===== src/rtl/video_pkg.sv =====
`default_nettype none
// +----------------------------------------------------------------------+
// | video_pkg: shared raster timing defaults, pattern and sequencer types |
// | Revision: 1.0                                                        |
// +----------------------------------------------------------------------+
package video_pkg;

  localparam int c_h_total  = 800;
  localparam int c_v_total  = 600;
  localparam int c_h_active = 640;
  localparam int c_v_active = 480;

  typedef enum logic [1:0] {
    PAT_SMPTE     = 2'd0,
    PAT_GRAY16    = 2'd1,
    PAT_PRIMARIES = 2'd2,
    PAT_SPECTRUM  = 2'd3
  } pattern_e;

  typedef enum logic [0:0] {
    RUN  = 1'b0,
    PEND = 1'b1
  } seq_state_e;

  // Index width that never collapses to zero bits for tiny counts.
  function automatic int clog2_min1(input int n);
    return (n > 2) ? $clog2(n) : 1;
  endfunction

endpackage
`default_nettype wire


===== src/rtl/frame_hold_counter.sv =====
`default_nettype none
// +----------------------------------------------------------------------+
// | frame_hold_counter: counts frame boundaries, pulses on the last one  |
// | Revision: 1.0                                                        |
// +----------------------------------------------------------------------+
module frame_hold_counter
  import video_pkg::*;
#(
  parameter int HOLD_FRAMES = 120
) (
  input  logic clk,
  input  logic rst,
  input  logic i_bnd,
  input  logic i_clear,
  input  logic i_enable,
  output logic o_wrap
);

  localparam int              c_cw   = clog2_min1(HOLD_FRAMES);
  localparam logic [c_cw-1:0] c_last = c_cw'(HOLD_FRAMES - 1);

  logic [c_cw-1:0] r_cnt;

  // A clear on the same boundary suppresses the wrap, so an apply wins.
  assign o_wrap = i_bnd && i_enable && !i_clear && (r_cnt == c_last);

  always_ff @(posedge clk) begin
    if (rst) begin
      r_cnt <= '0;
    end else if (i_clear) begin
      r_cnt <= '0;
    end else if (i_bnd && i_enable) begin
      r_cnt <= (r_cnt == c_last) ? '0 : r_cnt + 1'b1;
    end
  end

endmodule
`default_nettype wire


===== src/rtl/pattern_sequencer.sv =====
`default_nettype none
// +----------------------------------------------------------------------+
// | pattern_sequencer: selects the test pattern, switching only at frame  |
// | boundaries, and emits a data-enable aligned to the generator latency  |
// | Revision: 1.0                                                        |
// +----------------------------------------------------------------------+
module pattern_sequencer
  import video_pkg::*;
#(
  parameter  int HMAX         = c_h_total,
  parameter  int VMAX         = c_v_total,
  parameter  int HA           = c_h_active,
  parameter  int VA           = c_v_active,
  parameter  int NUM_PATTERNS = 4,
  parameter  int HOLD_FRAMES  = 120,
  localparam int PW           = clog2_min1(NUM_PATTERNS)
) (
  input  logic                    clk,
  input  logic                    rst,
  input  logic [$clog2(HMAX)-1:0] i_hcount,
  input  logic [$clog2(VMAX)-1:0] i_vcount,
  input  logic                    i_cfg_valid,
  output logic                    o_cfg_ready,
  input  logic                    i_cfg_auto,
  input  logic [PW-1:0]           i_cfg_pattern,
  output logic [PW-1:0]           o_pattern_sel,
  output logic                    o_auto,
  output logic                    o_frame_start,
  output logic                    o_de
);

  localparam int               c_hcw      = $clog2(HMAX);
  localparam int               c_vcw      = $clog2(VMAX);
  localparam logic [c_hcw-1:0] c_hlast    = c_hcw'(HMAX - 1);
  localparam logic [c_vcw-1:0] c_vlast    = c_vcw'(VMAX - 1);
  localparam logic [c_hcw-1:0] c_ha       = c_hcw'(HA);
  localparam logic [c_vcw-1:0] c_va       = c_vcw'(VA);
  localparam logic [PW-1:0]    c_pat_last = PW'(NUM_PATTERNS - 1);

  seq_state_e      r_state;
  seq_state_e      w_state_nxt;
  logic            r_cfg_auto;
  logic [PW-1:0]   r_cfg_pat;
  logic [PW-1:0]   r_sel;
  logic            r_auto;
  logic            r_frame_start;
  logic            r_de;
  logic            w_bnd;
  logic            w_hs;
  logic            w_apply;
  logic            w_wrap;
  logic [PW-1:0]   w_apply_pat;

  assign w_bnd       = (i_hcount == c_hlast) && (i_vcount == c_vlast);
  assign o_cfg_ready = (r_state == RUN) && !rst;
  assign w_hs        = i_cfg_valid && o_cfg_ready;
  assign w_apply     = (r_state == PEND) && w_bnd;
  // Out-of-range indices are accepted but fall back to pattern 0.
  assign w_apply_pat = (int'(r_cfg_pat) < NUM_PATTERNS) ? r_cfg_pat : '0;

  always_ff @(posedge clk) begin
    if (rst) begin
      r_state <= RUN;
    end else begin
      r_state <= w_state_nxt;
    end
  end

  always_comb begin
    w_state_nxt = r_state;
    case (r_state)
      RUN:     if (w_hs)  w_state_nxt = PEND;
      PEND:    if (w_bnd) w_state_nxt = RUN;
      default: w_state_nxt = RUN;
    endcase
  end

  always_ff @(posedge clk) begin
    if (rst) begin
      r_cfg_auto <= 1'b1;
      r_cfg_pat  <= '0;
    end else if (w_hs) begin
      r_cfg_auto <= i_cfg_auto;
      r_cfg_pat  <= i_cfg_pattern;
    end
  end

  frame_hold_counter #(
    .HOLD_FRAMES (HOLD_FRAMES)
  ) u_hold (
    .clk      (clk),
    .rst      (rst),
    .i_bnd    (w_bnd),
    .i_clear  (w_apply || !r_auto),
    .i_enable (r_auto),
    .o_wrap   (w_wrap)
  );

  always_ff @(posedge clk) begin
    if (rst) begin
      r_sel         <= '0;
      r_auto        <= 1'b1;
      r_frame_start <= 1'b0;
      r_de          <= 1'b0;
    end else begin
      r_frame_start <= w_bnd;
      r_de          <= (i_hcount < c_ha) && (i_vcount < c_va);
      if (w_apply) begin
        r_sel  <= w_apply_pat;
        r_auto <= r_cfg_auto;
      end else if (w_wrap) begin
        r_sel <= (r_sel == c_pat_last) ? '0 : r_sel + 1'b1;
      end
    end
  end

  assign o_pattern_sel = r_sel;
  assign o_auto        = r_auto;
  assign o_frame_start = r_frame_start;
  assign o_de          = r_de;

endmodule
`default_nettype wire


===== config.mk =====
export PLATFORM = sky130hd
export DESIGN_NAME = pattern_sequencer
export DESIGN_NICKNAME = d
export VERILOG_FILES = /design/src/rtl/video_pkg.sv /design/src/rtl/frame_hold_counter.sv /design/src/rtl/pattern_sequencer.sv
export SDC_FILE = /design/constraint.sdc
export NUM_CORES = 1
export LEC_CHECK = 0
export BUFFER_PORTS_ARGS = -buffer_cell sky130_fd_sc_hd__buf_4
export CAP_MARGIN = 5
export CORE_MARGIN = 10
export CORE_UTILIZATION = 40
export DETAILED_ROUTE_END_ITERATION = 10
export MAX_ROUTING_LAYER = met4
export PLACE_DENSITY = 0.69
export SLEW_MARGIN = 20
export SYNTH_ARGS = -nofsm -noshare
export SYNTH_HDL_FRONTEND = slang
export SYNTH_SLANG_ARGS = --single-unit

===== constraint.sdc =====
create_clock -name clk -period 1.6 [get_ports clk]
set_input_delay 0.32 -clock clk [delete_from_list [all_inputs] [get_ports clk]]
set_output_delay 0.32 -clock clk [all_outputs]
set_load 0.01 [all_outputs]

After elaboration in Yosys (flattened, before gate mapping)
Cells that the tools add are included.
{"block": "word_totals", "regBits": 16, "in_bits": 26, "out_inout_bits": 6, "word_cells": 38}
{"block": "op_classes", "n_addsub": 2, "order_cmp": 2, "n_eq_ne": 4, "mux": 7, "bitwise_logic": 1, "reduce_logical": 14}
{"cell": "10-bit equality test (second input constant)", "n": 2}
{"cell": "10-bit less-than comparator (second input constant)", "n": 1}
{"cell": "10-bit by 9-bit less-than comparator with 1-bit output (second input constant)", "n": 1}
{"cell": "1-bit logical AND", "n": 8}
{"cell": "7-bit by 1-bit adder with 7-bit output (second input constant)", "n": 1}
{"cell": "7-bit equality test (second input constant)", "n": 1}
{"cell": "7-bit 2-to-1 mux", "n": 1}
{"cell": "2-bit 2-to-1 mux", "n": 3}
{"cell": "1-bit zero test", "n": 3}
{"cell": "2-bit by 1-bit adder with 2-bit output (second input constant)", "n": 1}
{"cell": "2-bit equality test (second input constant)", "n": 1}
{"cell": "1-bit 2-to-1 mux", "n": 2}
{"cell": "1-bit one-hot mux with 2 select lines", "n": 1}
{"cell": "2-bit nonzero test", "n": 1}
{"cell": "2-bit OR reduction", "n": 1}
{"cell": "1-bit logical OR", "n": 1}
{"cell": "1-bit inverter", "n": 1}

Logic depth before layout (Yosys ltp)
{"block": "depth", "ltp_word": 9, "mapped_depth": 5, "mapped_depth_nobuf": 5}

Cells and area by module
A second synthesis with hierarchy kept.
{"block": "hier_totals", "cells_unflattened": 90, "area_unflattened_um2": 809.5}
{"mod": "pattern_sequencer", "instances": 1, "cells_each": 49, "area_each_um2": 464.2}
{"mod": "frame_hold_counter", "instances": 1, "cells_each": 41, "area_each_um2": 345.3}

Worst setup path before layout
No wires, ideal clock.
{"block": "synth_path", "path_kind": "reg-to-reg", "start": "register u_hold.r_cnt[0]", "end": "register r_sel[1], in the netlist o_pattern_sel[1]", "t_arrival_ps": 1355, "required_time_ps": 1481, "path_slack_ps": 126, "stages_incl_launch_ff": 6, "path_buffers": 0, "path_cell_list": "dfxtp_1 > ha_1 > and4_1 > nand3_1 > o31a_1 > o221a_2"}
{"block": "synth_between", "elab_chain_cells": 3}
{"item": "from (decl)", "line_no": "frame_hold_counter.sv:22", "text": "logic [c_cw-1:0] r_cnt;"}
{"item": "from (signal assigned)", "line_no": "frame_hold_counter.sv:33", "text": "r_cnt <= (r_cnt == c_last) ? '0 : r_cnt + 1'b1;"}
{"item": "7-bit equality test", "line_no": "frame_hold_counter.sv:25", "text": "assign o_wrap = i_bnd && i_enable && !i_clear && (r_cnt == c_last);"}
{"item": "1-bit logical AND", "line_no": "frame_hold_counter.sv:25"}
{"item": "2-bit nonzero test (no line)"}
{"item": "to (signal assigned)", "line_no": "pattern_sequencer.sv:109", "text": "r_sel <= w_apply_pat;"}
{"item": "to (signal assigned)", "line_no": "pattern_sequencer.sv:112", "text": "r_sel <= (r_sel == c_pat_last) ? '0 : r_sel + 1'b1;"}
{"item": "to (decl)", "line_no": "pattern_sequencer.sv:44", "text": "logic [PW-1:0] r_sel;"}
No other way between the ends.
A chain may end at the register's enable or synchronous reset.

Worst setup path in the final report
{"block": "layout_path", "start": "register u_hold.r_cnt[0]", "end": "register u_hold.r_cnt[6]"}
{"block": "layout_between", "elab_chain_cells": 2}
{"item": "7-bit by 1-bit adder with 7-bit output / 7-bit equality test (equally long branches)", "line_no": "frame_hold_counter.sv:33"}
{"item": "7-bit 2-to-1 mux (*)", "line_no": "frame_hold_counter.sv:33"}
Mark *: on every way between the ends. The rest lies on a longest branch, timed or not.

==> results.json <==
{
  "grt_use_total": 0.1131,
  "setup_tns_ns": 0,
  "grt_max_degree": 12,
  "fin_cells": 161,
  "hold_violations": 0,
  "crit_cells": 5,
  "routed_wl_mm": 2.370,
  "fmax_ghz": 0.6494,
  "vias": 901,
  "path_class": "reg2reg",
  "fin_worst_skew_ns": 0.0007105,
  "ir_worst_vdd_mv": 0.4667,
  "antenna_found_initial": 0,
  "grt_pass1_wl_mm": 3.946,
  "core_area_sq_um": 2002,
  "max_stage_delay_ns": 0.44,
  "cts_hold_buf": 0,
  "first_iter_violations": 32,
  "cts_sinks": 16,
  "syn_area_per_cell_sq_um": 8.758,
  "path_max_fanout": 4,
  "drive_gt1_frac": 0.3582,
  "start_kind": "register",
  "hp-class": "in2reg",
  "seq_area_sq_um": 322.8,
  "rows": 16,
  "ant_nets": 0,
  "yosys.area.top_type": "dfxtp_1",
  "status": "completed",
  "drt_pre_antenna_iters": 4,
  "clock_path_buffers": 2,
  "final_common_cell": "buf_4",
  "cp.required_ns": 1.83,
  "cts_made_buffers": 3,
  "leakagePower_uw": 0.0005126,
  "cts-root-buf": "clkbuf_4",
  "synth-edff-count": 0,
  "syn-num-nets": 126,
  "final_cell_mix": "buf_4 (38), dfxtp_1 (14), nor2_1 (10)",
  "initial_core_util": 0.4287,
  "grt_pass1_vias": 898,
  "max_slew_margin": 0.7548,
  "fin_nets": 164,
  "cts_tree": "done",
  "cpMaxStageDelayCell": "or4_1",
  "ys_seq_area_frac": 0.3732,
  "ys_ff_latch": 16,
  "die_h_um": 66.32,
  "min_period_over_period": 0.9625,
  "synthFlopType": "dfxtp_1",
  "syn_area_sq_um": 858.3,
  "die-area_sq_um": 4398,
  "gp_congestion": 0.7770,
  "area_delta_synth_final_pct": 38.34,
  "clock_latency_ns": 0.28,
  "multi_input_area_sq_um": 515.5,
  "async_reset_ff_frac": 0,
  "path_cells": "ha_1 > and4_4 > nand3_1 > or4_1 > a21oi_2",
  "cp.buffers_inverters": 0,
  "drc": 0,
  "tightest_slew_ns": 0.3673,
  "finalCriticalPeriod_ns": 1.540,
  "diodes": 0,
  "placed_area_sq_um": 1156,
  "grt.overflow.total": 0,
  "finalSetupViolCount": 0,
  "hpwl_mm": 1.918,
  "post-route-util": 0.5931,
  "pwr_density_cell_nw_per_um2": 609.8,
  "holdPathStages": 2,
  "wl_per_cell_um": 14.72,
  "fin_area_sq_um": 1187,
  "synth_area_leaders": "dfxtp_1 (37%), o31ai_1 (6.1%), mux2i_1 (4.7%)",
  "report.final.slew_viol_count": 0,
  "yosysTopAreaCellShare": 0.3732,
  "pin_count": 32,
  "fillCellCount": 199,
  "endpoint_kind": "register",
  "yosys_warnings": 0,
  "fp.dieW_um": 66.32,
  "yosysUniqueCellTypes": 32,
  "viasPerCell": 5.596,
  "drv_cap": 0,
  "port_buffers": 31,
  "clk_pin_slew_ns": 0.09,
  "htree_levels": 1,
  "reg2reg_depth": 5,
  "placed_cells": 158,
  "worst_path_dominant_cell_family": "simple AND/OR/NAND/NOR gates",
  "critical_path_arrival_ns": 1.77,
  "syn_inst": 98
}
## cell usage after synthesis, drive strengths merged (2+ instances only)
library cell	count
a211oi	2
a21oi	7
and3	2
and4	2
and4bb	3
buf	2
clkbuf	3
dfxtp	16
ha	2
inv	2
mux2i	4
nand2	7
nand3	5
nand4	3
nor2	10
nor2b	3
o21ai	3
o31ai	7
or4	4
## per-layer routing
| layer | routed length (um) | global-route usage | vias to the layer above |
|---|---|---|---|
| li1 | - | - | 453 |
| met1 | 1074 | 0.1373 | 415 |
| met2 | 1126 | 0.1746 | 33 |
| met3 | 169 | 0.05085 | 0 |
| met4 | 0 | 0.007853 | 0 |
| met5 | 0 | - | - |
## path summary, 6_finish.rpt
check / end / start / slack (ns)
hold reg to reg: r_cfg_auto$_SDFFE_PP1P_ / r_cfg_auto$_SDFFE_PP1P_ / 0.49
setup / recovery: u_hold.r_cnt[6]$_SDFFE_PP0P_ / u_hold.r_cnt[0]$_SDFFE_PP0P_ / 0.06
setup reg to reg: u_hold.r_cnt[6]$_SDFFE_PP0P_ / u_hold.r_cnt[0]$_SDFFE_PP0P_ / 0.06
hold / removal: o_de$_SDFF_PP0_ / i_vcount[5] / 0.24
## layout make-up
class                   instances  area share
repair buffers                 38      0.2403
well taps                      27     0.02845
clock buffers                   3     0.01897
multi-input cells              75      0.4341
flip-flops and latches         16      0.2719
inverters                       2    0.006322
## state kept, by name (all words and copies together) (netlist names)
name           cells
o_auto             1
o_de               1
o_frame_start      1
o_pattern_sel      2
r_cfg_auto         1
r_cfg_pat          2
r_state            1
u_hold.r_cnt       7
## report_power, final
part	switching, uW	internal, uW	total [uW]
clock network	126	87.4	213
registers	8.03	406	414
logic	34.8	62.4	97.3
## through the flow
stage | setup WS [ns] | hold slack [ns] | total power, uW
after global routing | -0.02188 | 0.2379 | 762.7
after floorplan | 0.1262 | 0.4387 | 459.3
after detailed placement | -0.06932 | 0.4649 | 520.9
after CTS | 0.03081 | 0.2380 | 732.6
final | 0.06002 | 0.2409 | 724.0
after global placement | -0.01211 | 0.4561 | 518.5
## kinds of logic after synthesis
kind of cell / count (synthesis) / synth area share
and+or+nand+nor: 44 / 0.3134
adders and majority gates: 2 / 0.02915
DFF: 16 / 0.3732
buffers and inverters: 7 / 0.03353
muxes: 4 / 0.04665
AOI/OAI and AO/OA: 25 / 0.2041
## worst register-to-register path: stages, from the launching register on
cell and delay (ns):
dfxtp_2 0.36, ha_1 0.18, and4_4 0.26, nand3_1 0.11, or4_1 0.44, a21oi_2 0.14
## what timing repair did
| action | CTS | global route |
|---|---|---|
| endpoints found under the setup margin | 0 | 5 |
| setup buffers | 0 | 0 |
| gates resized for setup | 0 | 5 |
No activity file was read; power rests on OpenSTA's default activity.
